**config.mk**
```make
export PLATFORM = sky130hd
export DESIGN_NAME = cla_seq_adder_ctrl
export DESIGN_NICKNAME = d
export VERILOG_FILES = /design/src/rtl/arith_pkg.sv /design/src/rtl/carry_look_ahead_adder.sv /design/src/rtl/cla_seq_adder_ctrl.sv
export SDC_FILE = /design/constraint.sdc
export NUM_CORES = 1
export LEC_CHECK = 0
export ABC_AREA = 1
export BUFFER_PORTS_ARGS = -buffer_cell sky130_fd_sc_hd__buf_2
export CORE_MARGIN = 1.5
export CORE_UTILIZATION = 55
export CTS_CLUSTER_DIAMETER = 150
export DETAILED_ROUTE_END_ITERATION = 16
export PLACE_DENSITY = 0.78
export SLEW_MARGIN = 30
export SYNTH_ARGS = -nofsm -noshare
export SYNTH_HDL_FRONTEND = slang
export SYNTH_SLANG_ARGS = --single-unit
```
**constraint.sdc**
```tcl
create_clock -name clk -period 2.5 [get_ports clk]
set_input_delay 0.5 -clock clk [delete_from_list [all_inputs] [get_ports clk]]
set_output_delay 0.5 -clock clk [all_outputs]
set_load 0.005 [all_outputs]
```
**src/rtl/arith_pkg.sv**
```systemverilog
// Shared arithmetic definitions: sequencer state encoding, slice width and
// nibble-count helper used by the sequential adder controller and its slice.
package arith_pkg;

    typedef enum logic [1:0] {
        IDLE = 2'd0,
        RUN  = 2'd1,
        DONE = 2'd2
    } state_t;

    localparam int SLICE_W = 4;

    function automatic int nslice(input int width);
        return width / SLICE_W;
    endfunction

endpackage

```
**src/rtl/carry_look_ahead_adder.sv**
```systemverilog
// 4-bit carry-look-ahead adder slice: all internal carries are formed
// directly from generate/propagate terms rather than rippling.
module carry_look_ahead_adder
    import arith_pkg::*;
(
    input  logic [SLICE_W-1:0] a,
    input  logic [SLICE_W-1:0] b,
    input  logic               cin,
    output logic [SLICE_W-1:0] sum,
    output logic               cout
);

    logic [SLICE_W-1:0] g;
    logic [SLICE_W-1:0] p;
    logic [SLICE_W:0]   c;

    assign g = a & b;
    assign p = a ^ b;

    assign c[0] = cin;
    assign c[1] = g[0] | (p[0] & cin);
    assign c[2] = g[1] | (p[1] & g[0]) | (p[1] & p[0] & cin);
    assign c[3] = g[2] | (p[2] & g[1]) | (p[2] & p[1] & g[0])
                | (p[2] & p[1] & p[0] & cin);
    assign c[4] = g[3] | (p[3] & g[2]) | (p[3] & p[2] & g[1])
                | (p[3] & p[2] & p[1] & g[0])
                | (p[3] & p[2] & p[1] & p[0] & cin);

    assign sum  = p ^ c[SLICE_W-1:0];
    assign cout = c[SLICE_W];

endmodule

```
**src/rtl/cla_seq_adder_ctrl.sv**
```systemverilog
// Sequential wide adder: one shared 4-bit look-ahead slice processes the
// operands a nibble per cycle, LSB first, with the carry held in a flop.
module cla_seq_adder_ctrl
    import arith_pkg::*;
#(
    parameter int WIDTH = 16
) (
    input  logic             clk,
    input  logic             rst,
    input  logic             in_valid,
    output logic             in_ready,
    input  logic [WIDTH-1:0] a,
    input  logic [WIDTH-1:0] b,
    input  logic             cin,
    output logic             out_valid,
    input  logic             out_ready,
    output logic [WIDTH-1:0] sum,
    output logic             cout,
    output logic             ovf,
    output logic             busy
);

    localparam int NSLICE = nslice(WIDTH);
    localparam int IDXW   = (NSLICE > 1) ? $clog2(NSLICE) : 1;
    localparam logic [IDXW-1:0] LAST_IDX = IDXW'(NSLICE - 1);

    state_t             state;
    state_t             state_next;
    logic [IDXW-1:0]    idx;
    logic [WIDTH-1:0]   a_reg;
    logic [WIDTH-1:0]   b_reg;
    logic [WIDTH-1:0]   acc;
    logic [WIDTH-1:0]   acc_next;
    logic [WIDTH-1:0]   sum_reg;
    logic               carry_reg;
    logic               cout_reg;
    logic               ovf_reg;
    logic [SLICE_W-1:0] slice_a;
    logic [SLICE_W-1:0] slice_b;
    logic [SLICE_W-1:0] slice_sum;
    logic               slice_cout;
    logic               accept;
    logic               last;

    assign accept = in_valid && in_ready;
    assign last   = (idx == LAST_IDX);

    assign slice_a = a_reg[SLICE_W*idx +: SLICE_W];
    assign slice_b = b_reg[SLICE_W*idx +: SLICE_W];

    carry_look_ahead_adder u_slice (
        .a    (slice_a),
        .b    (slice_b),
        .cin  (carry_reg),
        .sum  (slice_sum),
        .cout (slice_cout)
    );

    // Partial sum is built in acc so the visible sum only moves on entry to DONE.
    always_comb begin
        acc_next = acc;
        acc_next[SLICE_W*idx +: SLICE_W] = slice_sum;
    end

    always_comb begin
        state_next = state;
        case (state)
            IDLE:    if (accept) state_next = RUN;
            RUN:     if (last) state_next = DONE;
            DONE:    if (out_ready) state_next = IDLE;
            default: state_next = IDLE;
        endcase
    end

    always_ff @(posedge clk) begin
        if (rst) begin
            state     <= IDLE;
            idx       <= '0;
            a_reg     <= '0;
            b_reg     <= '0;
            acc       <= '0;
            carry_reg <= 1'b0;
            sum_reg   <= '0;
            cout_reg  <= 1'b0;
            ovf_reg   <= 1'b0;
        end else begin
            state <= state_next;
            case (state)
                IDLE: begin
                    if (accept) begin
                        a_reg     <= a;
                        b_reg     <= b;
                        carry_reg <= cin;
                        acc       <= '0;
                        idx       <= '0;
                    end
                end
                RUN: begin
                    acc       <= acc_next;
                    carry_reg <= slice_cout;
                    idx       <= last ? '0 : idx + 1'b1;
                    // MSB operand bits XOR the MSB sum bit recover the carry into the MSB.
                    if (last) begin
                        sum_reg  <= acc_next;
                        cout_reg <= slice_cout;
                        ovf_reg  <= a_reg[WIDTH-1] ^ b_reg[WIDTH-1]
                                  ^ slice_sum[SLICE_W-1] ^ slice_cout;
                    end
                end
                default: ;
            endcase
        end
    end

    assign in_ready  = (state == IDLE);
    assign out_valid = (state == DONE);
    assign busy      = (state != IDLE);
    assign sum       = sum_reg;
    assign cout      = cout_reg;
    assign ovf       = ovf_reg;

endmodule

```
Word level (Yosys, flattened, before mapping)
Index checks and enable logic that the tools add are counted.
W data, S select, Z words.
{"block": "totals", "in_bits": 37, "ff_bits": 71, "elab_cells": 73, "output_inout_bits": 21}
{"block": "op_classes", "n_reduce_logical": 8, "mux": 12, "bitwise_logic": 32, "shift": 4, "eq_ne": 6, "addsub": 2}
{"op": "$neg A4 Y34", "n": 1}
{"op": "$shift A4 B34 Y16 const A", "n": 1}
{"op": "$shiftx A4 B34 Y16", "n": 1}
{"op": "$pmux W16 S2", "n": 1}
{"op": "$shiftx A16 B5 Y4", "n": 2}
{"op": "$and A1 B1 Y1", "n": 16}
{"op": "$bwmux W16", "n": 1}
{"op": "$mux W16", "n": 1}
{"op": "$mux W2", "n": 5}
{"op": "$or A1 B1 Y1", "n": 10}
{"op": "$xor A4 B4 Y4", "n": 2}
{"op": "$pmux W2 S3", "n": 1}
{"op": "$reduce_and A2 Y1", "n": 3}
{"op": "$and A4 B4 Y4", "n": 1}
{"op": "$eq A2 B2 Y1 const B", "n": 2}
{"op": "$ne A2 B1 Y1 const B", "n": 2}
{"op": "$pmux W2 S2", "n": 1}
{"op": "$reduce_bool A2 Y1", "n": 2}
{"op": "$reduce_and A3 Y1", "n": 1}
{"op": "$xor A1 B1 Y1", "n": 3}
{"op": "$add A2 B1 Y2 const B", "n": 1}
{"op": "$eq A2 B1 Y1 const B", "n": 1}
{"op": "$logic_not A2 Y1", "n": 1}
{"op": "$ne A2 B2 Y1 const B", "n": 1}
{"op": "other kinds (3)", "n": 3}

Depth between registers and ports, before layout
Gate-level depths: netlist of run 1.
{"block": "depth", "ltp_word": 10, "mapped_depth": 17}

Modules after synthesis
Synthesis of run 1 repeated with hierarchy kept, for this count alone.
{"block": "unflattened", "hier_cells": 479, "area_unflattened_um2": 3338.2}
{"mod": "cla_seq_adder_ctrl", "instances": 1, "cells_per_inst": 448, "area_each_um2": 3149.3}
{"mod": "carry_look_ahead_adder", "instances": 1, "cells_per_inst": 31, "area_each_um2": 188.9}

Worst setup path after synthesis of run 1
OpenSTA, ideal clock, no wires.
{"block": "synth_timing", "path_type": "reg-to-reg", "start": "register idx[0]", "end": "register ovf_reg (netlist: ovf)", "path_stages_with_launch": 17, "path_slack_ps": 314, "setup_time_ps": 115, "arrival_time_ps": 2071, "required_time_ps": 2385, "path_cell_list": "dfxtp_1 -> inv_2 -> buf_4 -> buf_2 -> nor2_1 -> o22ai_1 -> ha_1 -> nand2_1 -> nand2_1 -> nand2_1 -> nand2_1 -> nand2_1 -> nand2_1 -> nand2_1 -> a21oi_1 -> o21ai_0 -> inv_1"}
{"block": "synth_between", "elab_chain_cells": 9, "word_cells_on_any_way": 28}
{"element": "start: declaration", "line_no": "cla_seq_adder_ctrl.sv:29", "text": "logic [IDXW-1:0] idx;"}
{"element": "start signal: assignment", "line_no": "cla_seq_adder_ctrl.sv:101", "text": "idx <= last ? '0 : idx + 1'b1;"}
{"element": "$shiftx A16 B5 Y4 (on tied branches)", "line_no": "cla_seq_adder_ctrl.sv:48, cla_seq_adder_ctrl.sv:49"}
{"element": "$xor A4 B4 Y4 or $and A4 B4 Y4 (tied branches)", "line_no": "carry_look_ahead_adder.sv:18, carry_look_ahead_adder.sv:17"}
{"element": "$and A1 B1 Y1 (on tied branches)", "line_no": "carry_look_ahead_adder.sv:23, carry_look_ahead_adder.sv:24"}
{"element": "$or A1 B1 Y1, or another cell as far along", "line_no": "carry_look_ahead_adder.sv:23", "text": "assign c[3] = g[2] | (p[2] & g[1]) | (p[2] & p[1] & g[0])"}
{"element": "$or A1 B1 Y1 or $and A1 B1 Y1 (tied branches)", "line_no": "carry_look_ahead_adder.sv:23, carry_look_ahead_adder.sv:24"}
{"element": "$or A1 B1 Y1", "line_no": "carry_look_ahead_adder.sv:24", "text": "| (p[2] & p[1] & p[0] & cin);"}
{"element": "$xor A4 B4 Y4", "line_no": "carry_look_ahead_adder.sv:29", "text": "assign sum = p ^ c[SLICE_W-1:0];"}
{"element": "$xor A1 B1 Y1 (2 in a row)", "line_no": "cla_seq_adder_ctrl.sv:107", "text": "^ slice_sum[SLICE_W-1] ^ slice_cout;"}
{"element": "end signal: assignment", "line_no": "cla_seq_adder_ctrl.sv:106", "text": "ovf_reg <= a_reg[WIDTH-1] ^ b_reg[WIDTH-1]"}
{"element": "end: declaration", "line_no": "cla_seq_adder_ctrl.sv:37", "text": "logic ovf_reg;"}
Several ways; a longest one is shown, not always the timed one.
A chain may end at the register's enable or synchronous reset.

Worst setup path in the final report of run 1
{"block": "layout_timing", "start": "register idx[1]", "end": "register ovf_reg (netlist: ovf)"}
Same word-level chain as after synthesis.

==> results of run 1 <==
[report_power, final]
group	internal, uW	switching (uW)
Combinational	159	298
Sequential	1190	36.3
Clock	412	420
Total	1760	754
[metrics by stage]
stage               hold slack, ps  util, %  instance area (um^2)  total power, uW
floorplan                      443        -                  3360             1590
global placement               452     61.5                  3640             1690
detailed placement             457     61.5                  3640             1700
CTS                            389     64.4                  3810             2520
global route                   400     64.4                  3810             2640
finish                         397     64.4                  3810             2510
[cells in the mapped netlist, types with 5 or more instances]
library cell / instances
o21bai_1: 13
buf_6: 5
o21a_1: 6
nor2_1: 87
a21oi_1: 20
o22ai_1: 8
clkbuf_1: 12
dfxtp_1: 71
nand2_1: 77
nand3_1: 8
o21ai_0: 71
inv_1: 37
ha_1: 11
[worst register-to-register path, delay by kind of cell, from the launching register on]
family / cells / cell delay (ps)
buf+inv: 2 / 280
simple gates: 8 / 610
compound gates: 3 / 600
fa+ha+maj: 1 / 310
flops: 1 / 310
[final cells by class]
| type | instances | area [um^2] | area share [%] |
|---|---|---|---|
| Clock buffer | 13 | 159 | 4.17 |
| Sequential cell | 71 | 1420 | 37.3 |
| Multi-Input combinational cell | 323 | 1630 | 42.8 |
| Timing Repair Buffer | 63 | 330 | 8.66 |
| Tap cell | 75 | 93.8 | 2.46 |
| Clock inverter | 3 | 17.5 | 0.459 |
| Inverter | 42 | 160 | 4.20 |
[how the worst max path moves through the flow]
stage / start / end / cells after the start
2_1_floorplan: idx[0]$_SDFFE_PP0P_ / ovf$_SDFFE_PP0P_ / 16
3_3_place_gp: idx[1]$_SDFFE_PP0P_ / ovf$_SDFFE_PP0P_ / 14
3_5_place_dp: idx[1]$_SDFFE_PP0P_ / sum[15]$_SDFFE_PP0P_ / 14
4_1_cts: idx[1]$_SDFFE_PP0P_ / ovf$_SDFFE_PP0P_ / 14
5_1_grt: idx[1]$_SDFFE_PP0P_ / sum[15]$_SDFFE_PP0P_ / 14
6_report: idx[1]$_SDFFE_PP0P_ / ovf$_SDFFE_PP0P_ / 14
[cell families (layout without fill, tap and decap cells)]
kind of cell / count (synthesis) / after routing / synth area share (%)
fa+ha+maj: 12 / 12 / 4.70
buf+inv: 65 / 121 / 9.02
compound gates: 126 / 126 / 20.9
flops: 71 / 71 / 42.3
simple gates: 183 / 183 / 22.5
xor+xnor: 2 / 2 / 0.522
[per-layer routing]
metal / track usage (%) / vias to the layer above / wire length, um
met5: 0 / - / 0
met3: 6.52 / 8 / 375
met4: 8.62 / 0 / 91
li1: - / 1589 / -
met1: 29.5 / 1410 / 3200
met2: 41.1 / 76 / 3690
==> qor.yml, run 1 <==
outcome: "complete, no violations"
cts_resized: 0
ioPinCount: 58
drtIter0Drc: 189
via_count: 3083
grt_antenna_before_repair: 0
syn_area_mm2: 0.00336
crit_type: "reg -> reg"
antenna_left: 0
worstMarginPinSlew_ps: 593
rows: 28
fin_worst_skew_ps: 12.2
timing.fmax_ghz: 0.448
cts_hold_buf: 0
postCtsSetupBuffers: 0
wl_per_cell_um: 12.5
crit_path_cell_trace: "inv_1 > o21ai_0 > o22ai_1 > ha_1 > nand2_1 > nand2_1 > nand2_1 > nand2_1 > nand2_1 > nand2_2 > nand3_1 > nand2_1 > o21ai_0 > inv_1"
grt_pass1_wl_um: 12100
htreeDepth: 3
ys_top_cells_by_area: "dfxtp_1 (42%), o21ai_0 (11%), nor2_1 (9.7%), nand2_1 (8.6%), inv_1 (4.1%)"
maxCapViolCount: 0
clk_pin_slew_ps: 80
syn_inst: 459
diodes: 0
cts_num_sinks: 71
cp-start-kind: "flip-flop"
yosysWarnings: 0
io_buffer_count: 57
synth_largest_area_cell: "dfxtp_1"
die_y_um: 81.1
start_util_pct: 56.7
tns_ps: 0
gr-total-overflow: 0
setup_ws_ps: 266
clockBufferDepth: 2
setup_viol: 0
gp_congestion: 0.912
fillers: 522
fin_nets: 559
path_delay_family: "simple AND/OR/NAND/NOR gates"
area_growth_pct: 13.6
final-hold-violation-count: 0
stdcell_count: 590
core_mm2: 0.00592
grt_usage_pct: 24.2
fin_crit_sh_pct: 89.4
drv_slew: 0
grt_pass1_vias: 2703
crit_buf_inv: 2
synth_edf_count: 0
arrival_ps: 2470
cpMaxStageDelayCell: "dfxtp_1"
synth.distinct_cells: 33
die-area_mm2: 0.00658
numCtsBuffers: 9
yosysTopAreaCellShare_pct: 42.3
ir_drop_uv: 370
routed_wirelength_um: 7350
synthArstFlopShare_pct: 0
reg2reg_from: "idx[1]$_SDFFE_PP0P_"
die_width_um: 81.1
cts_tree: "yes"
synth_seq_cells: 71
powerDensity_mw_per_mm2: 658
crit_required_ps: 2740
drc: 0
ys_seq_area_share_pct: 42.3
grt_max_degree: 36
max_stage_delay_ps: 310
synth_ff_type: "dfxtp_1"
period_minus_slack_ps: 2230
worstReg2RegEnd: "ovf$_SDFFE_PP0P_"
vias_per_cell: 5.23
leakage_uw: 0.00184
preCtsSetupSlack_ps: 291
dp.cells: 574
rsz0062_at_grt: "no"
hold_depth: 3
reg2regPathDepth: 14
end_kind: "flip-flop"
avgSynthCellArea_um2: 7.31
crit_fanout: 11
r2r_slack_ps: 270
hpwl_um: 5240
cts_root_buffer: "clkbuf_8"
clock_latency_ps: 350
hp-class: "in -> reg"
synth_nets: 508
dr.pass1.iters: 4
final_cell_mix: "nor2_1 (87), nand2_1 (77), o21ai_0 (71), dfxtp_1 (71), buf_2 (57)"
drive_gt1_share_pct: 17.5
slew_headroom_pct: 60.4
holdPathEnd: "b_reg[14]$_SDFFE_PP0P_"
final_common_cell: "nor2_1"
hold_start: "b[14]"
critPathMostFrequentCell: "nand2_1"
(Power assumes the default switching activity.)
==> run 2: changes to the inputs <==
Settings changed: PLACE_DENSITY 0.78 to 0.86.
==> run 2 against run 1 <==
Effect of this change: flip-flop and latch count is the same; via count fell by 0.13%; maximum frequency is 1.9% lower; critical path type unchanged; largest cell class unchanged; highest routed layer unchanged.
==> qor.yml, run 2 (synthesized netlist as in run 1, its figures left out) <==
max_stage_delay_ps: 410
p_comb_share_pct: 16.7
hold_depth: 3
cp-start-kind: "flip-flop"
gp_congestion: 0.862
drtIter0Drc: 220
core_mm2: 0.00592
ir_drop_uv: 531
reg2regPathDepth: 9
diodes: 0
seqPwrFrac_pct: 43.5
path_delay_family: "compound AO/OA/AOI/OAI gates"
setup_viol: 0
dpl_cell_area_mm2: 0.00363
drv_slew: 0
startpoint: "idx[0]$_SDFFE_PP0P_"
clock_latency_ps: 360
timing.fmax_ghz: 0.439
hp-class: "in -> reg"
vias_per_cell: 5.23
multi_input_area_mm2: 0.00165
powerDensity_mw_per_mm2: 719
via_count: 3079
leakage_uw: 0.00187
antenna_left: 0
grt_max_degree: 36
crit_required_ps: 2790
clockBufferDepth: 2
grt_pass1_vias: 2832
gr-total-overflow: 0
fillers: 523
final_cell_area_mm2: 0.00389
worstReg2RegEnd: "acc[9]$_SDFFE_PP0P_"
fin_crit_sh_pct: 91.1
seqCellArea_mm2: 0.00142
outcome: "complete, no violations"
start_util_pct: 56.7
worstMarginPinSlew_ps: 506
arrival_ps: 2560
cts_root_buffer: "clkbuf_8"
pwr-share-clk_pct: 39.8
postCtsSetupBuffers: 0
routed_wirelength_um: 7430
wl_per_cell_um: 12.6
cpMaxStageDelayCell: "fa_1"
die_y_um: 81.1
final_cell_mix: "nor2_1 (87), nand2_1 (77), o21ai_0 (71), dfxtp_1 (71), buf_2 (57)"
slew_headroom_pct: 66.2
htreeDepth: 3
crit_buf_inv: 1
p_int_uw: 2010
numCtsBuffers: 9
die_width_um: 81.1
r2r_slack_ps: 220
fin_worst_skew_ps: 6.80
grt_antenna_before_repair: 0
crit_type: "reg -> reg"
period_minus_slack_ps: 2280
fin_nets: 558
grt_usage_pct: 24.6
area_growth_pct: 15.8
cts_num_sinks: 71
tns_ps: 0
hpwl_um: 5100
final-hold-violation-count: 0
maxCapViolCount: 0
crit_end: "acc[9]$_SDFFE_PP0P_"
ioPinCount: 58
drc: 0
io_buffer_count: 57
final_common_cell: "nor2_1"
rsz0062_at_grt: "no"
p_sw_uw: 786
rows: 28
grt_pass1_wl_um: 12300
switching_share_pct: 28.1
crit_path_cell_trace: "buf_4 > o21ai_0 > o22ai_2 > fa_1 > xor2_1 > nand2_1 > o21ai_0 > nand2_1 > a21oi_1"
cts_tree: "yes"
path_depth: 9
clk_pin_slew_ps: 80
end_kind: "flip-flop"
reg2reg_from: "idx[0]$_SDFFE_PP0P_"
crit_fanout: 26
dr.pass1.iters: 4
drive_gt1_share_pct: 18.1
die-area_mm2: 0.00658
-- run 2: metal layers --
metal / routed length, um / track usage (%)
met5: 0 / 0
met4: 138 / 9.14
met3: 381 / 6.85
met2: 3770 / 44.8
met1: 3140 / 27.1
-- run 2: worst min-delay path by stage --
stage                                    start               endpoint  slack (ps)
after global routing                      a[2]  a_reg[2]$_SDFFE_PP0P_         400
after global placement     acc[7]$_SDFFE_PP0P_    acc[7]$_SDFFE_PP0P_         450
after detailed placement  acc[13]$_SDFFE_PP0P_   acc[13]$_SDFFE_PP0P_         460
final                                     a[1]  a_reg[1]$_SDFFE_PP0P_         390
after CTS                                 a[2]  a_reg[2]$_SDFFE_PP0P_         380
after floorplan           acc[10]$_SDFFE_PP0P_   acc[10]$_SDFFE_PP0P_         440
-- run 2: cell type report --
type,instances,share of cell area [%]
Timing Repair Buffer,62,8.30
Multi-Input combinational cell,323,42.3
Clock buffer,9,3.19
Sequential cell,71,36.6
Tap cell,75,2.41
Clock inverter,7,3.09
Inverter,42,4.12
-- run 2: timing repair --
action | 4_1_cts | 5_1_grt
setup endpoints to repair | 0 | 6
hold buffers | 0 | 0
gates resized for setup | 0 | 2
-- run 2: power groups by stage --
stage / sequential, uW / combinational [uW] / clock, uW
floorplan: 1240 / 353 / 0
global placement: 1240 / 441 / 0
global route: 1220 / 528 / 1170
finish: 1220 / 466 / 1110
detailed placement: 1240 / 454 / 0
CTS: 1220 / 460 / 1120
-- run 2: through the flow --
step                power [uW]  std cells  hold WS [ps]  utilization (%)  setup WS [ps]
floorplan                 1590        459           443                -            314
global placement          1680        573           452             61.3            330
detailed placement        1700        573           458             61.3            233
CTS                       2800        589           379             65.4            214
global route              2920        589           398             65.7           50.3
finish                    2800        589           390             65.7            222
-- run 2: worst min-delay path, cell delays in order --
cell and delay, ps:
buf_2 70, o21ai_0 70, nor2_1 70
==> run 3: changes to the inputs <==
Settings changed: CAP_MARGIN set to 0, CORE_UTILIZATION 55 to 56, CTS_BUF_LIST set to sky130_fd_sc_hd__clkbuf_16, PLACE_DENSITY 0.86 to 0.88.
==> run 3 against run 2 <==
Effect of this change: via count is essentially flat; worst hold slack gained 26 ps; utilization grew 1.7 points; global-route usage grew 1.2 points; combinational power is essentially flat; routed wire length grew 1.6%; non-clock buffer count grew 2; clock-buffer cell count is the same; sequential power is essentially flat; maximum frequency is essentially flat; first-iteration DRC count shrank 21%; critical path depth is the same.
==> qor.yml, run 3 (synthesized netlist as in run 1, its figures left out) <==
outcome: "complete, no violations"
drv_slew: 0
reg2regPathDepth: 9
crit_fanout: 16
clockBufferDepth: 2
crit_required_ps: 2760
ioPinCount: 58
final_common_cell: "nor2_1"
die-area_mm2: 0.00647
pwr-share-clk_pct: 42.4
dr.pass1.iters: 4
final_cell_area_mm2: 0.00394
path_depth: 9
switching_share_pct: 27.9
reg2reg_from: "idx[0]$_SDFFE_PP0P_"
ir_drop_uv: 490
gp_congestion: 0.885
crit_type: "reg -> reg"
startpoint: "idx[0]$_SDFFE_PP0P_"
die_width_um: 80.4
powerDensity_mw_per_mm2: 743
drive_gt1_share_pct: 18.3
final_cell_mix: "nor2_1 (87), nand2_1 (77), o21ai_0 (71), dfxtp_1 (71), buf_2 (57)"
slew_headroom_pct: 66.7
io_buffer_count: 57
fin_crit_sh_pct: 91.1
leakage_uw: 0.00190
grt_pass1_wl_um: 12800
postCtsSetupBuffers: 0
worstReg2RegEnd: "acc[5]$_SDFFE_PP0P_"
antenna_left: 0
final-hold-violation-count: 0
setup_ws_ps: 223
worstMarginPinSlew_ps: 498
dpl_cell_area_mm2: 0.00365
hpwl_um: 5260
crit_path_cell_trace: "buf_4 > o21ai_0 > o22ai_1 > fa_1 > xor2_1 > nand3_1 > o21ai_1 > nand2_1 > a21oi_1"
fin_worst_skew_ps: 5.20
cpMaxStageDelayCell: "fa_1"
cts_num_sinks: 71
max_stage_delay_ps: 400
clock_latency_ps: 330
period_minus_slack_ps: 2280
end_kind: "flip-flop"
gr-total-overflow: 0
p_int_uw: 2110
grt_max_degree: 36
cts_root_buffer: "clkbuf_16"
stdcell_count: 590
path_delay_family: "compound AO/OA/AOI/OAI gates"
maxCapViolCount: 0
core_mm2: 0.00585
numCtsBuffers: 9
seqCellArea_mm2: 0.00142
r2r_slack_ps: 220
arrival_ps: 2540
tns_ps: 0
dp.cells: 575
timing.fmax_ghz: 0.439
hp-class: "in -> reg"
grt_usage_pct: 25.8
rows: 28
area_growth_pct: 17.4
p_sw_uw: 816
multi_input_area_mm2: 0.00164
start_util_pct: 57.4
vias_per_cell: 5.21
grt_pass1_vias: 2967
crit_buf_inv: 1
drc: 0
seqPwrFrac_pct: 41.7
routed_wirelength_um: 7550
clk_pin_slew_ps: 60
preCtsSetupSlack_ps: 176
drtIter0Drc: 174
htreeDepth: 3
cts_tree: "yes"
setup_viol: 0
fin_nets: 560
cp-start-kind: "flip-flop"
via_count: 3076
fillers: 494
grt_antenna_before_repair: 0
rsz0062_at_grt: "no"
die_y_um: 80.4
crit_end: "acc[5]$_SDFFE_PP0P_"
p_comb_share_pct: 15.8
diodes: 0
wl_per_cell_um: 12.8
==> run 3: cell count changes in the layout (fill, tap and decap cells not counted), sizes merged <==
| cell | change |
|---|---|
| bufinv | -2 |
| clkinv | +3 |
| clkinvlp | -1 |
| buf | +2 |
| inv | -1 |
==> run 3: power by group through the flow <==
stage / Combinational, uW / Clock, uW / Sequential [uW]
5_1_grt: 535 / 1300 / 1230
2_1_floorplan: 353 / 0 / 1240
3_5_place_dp: 456 / 0 / 1250
6_report: 464 / 1240 / 1220
4_1_cts: 459 / 1250 / 1220
3_3_place_gp: 441 / 0 / 1240
==> run 3: final cells by class <==
cell class	count	share of cell area, %
Multi-Input combinational cell	323	41.6
Clock inverter	6	1.59
Timing Repair Buffer	64	8.57
Clock buffer	9	5.72
Sequential cell	71	36.1
Inverter	42	4.06
Tap cell	75	2.38
==> run 3: stage by stage <==
step	hold WS (ps)	total power (uW)	utilization, %
3_5_place_dp	457	1700	62.3
3_3_place_gp	452	1690	62.3
4_1_cts	412	2940	67.2
5_1_grt	424	3070	67.3
6_report	416	2930	67.3
2_1_floorplan	443	1590	-
==> run 3: tightest hold or removal path: cells and delay by family <==
family	cells	cell delay [ps]
buf+inv	1	70
compound gates	1	70
simple gates	1	70
==> run 3: metal layers <==
layer	global-route usage, %	vias to the layer above	part of all wire [%]
met5	0	-	0
met4	12.1	0	1.8
met3	6.70	14	5.3
met2	45.5	80	50
met1	28.7	1392	43
li1	-	1590	-
==> run 3: worst min-delay path by stage <==
stage | startpoint | end | slack, ps | depth (start not counted)
after floorplan | acc[10]$_SDFFE_PP0P_ | acc[10]$_SDFFE_PP0P_ | 440 | 2
after global placement | acc[9]$_SDFFE_PP0P_ | acc[9]$_SDFFE_PP0P_ | 450 | 2
after detailed placement | acc[2]$_SDFFE_PP0P_ | acc[2]$_SDFFE_PP0P_ | 460 | 2
after CTS | b[10] | b_reg[10]$_SDFFE_PP0P_ | 410 | 3
after global routing | b[11] | b_reg[11]$_SDFFE_PP0P_ | 420 | 3
final | b[10] | b_reg[10]$_SDFFE_PP0P_ | 420 | 3
==> run 3: what timing repair did <==
action	in CTS	in global routing
setup endpoints to repair	0	5
gates resized for setup	0	2
hold buffers	0	0
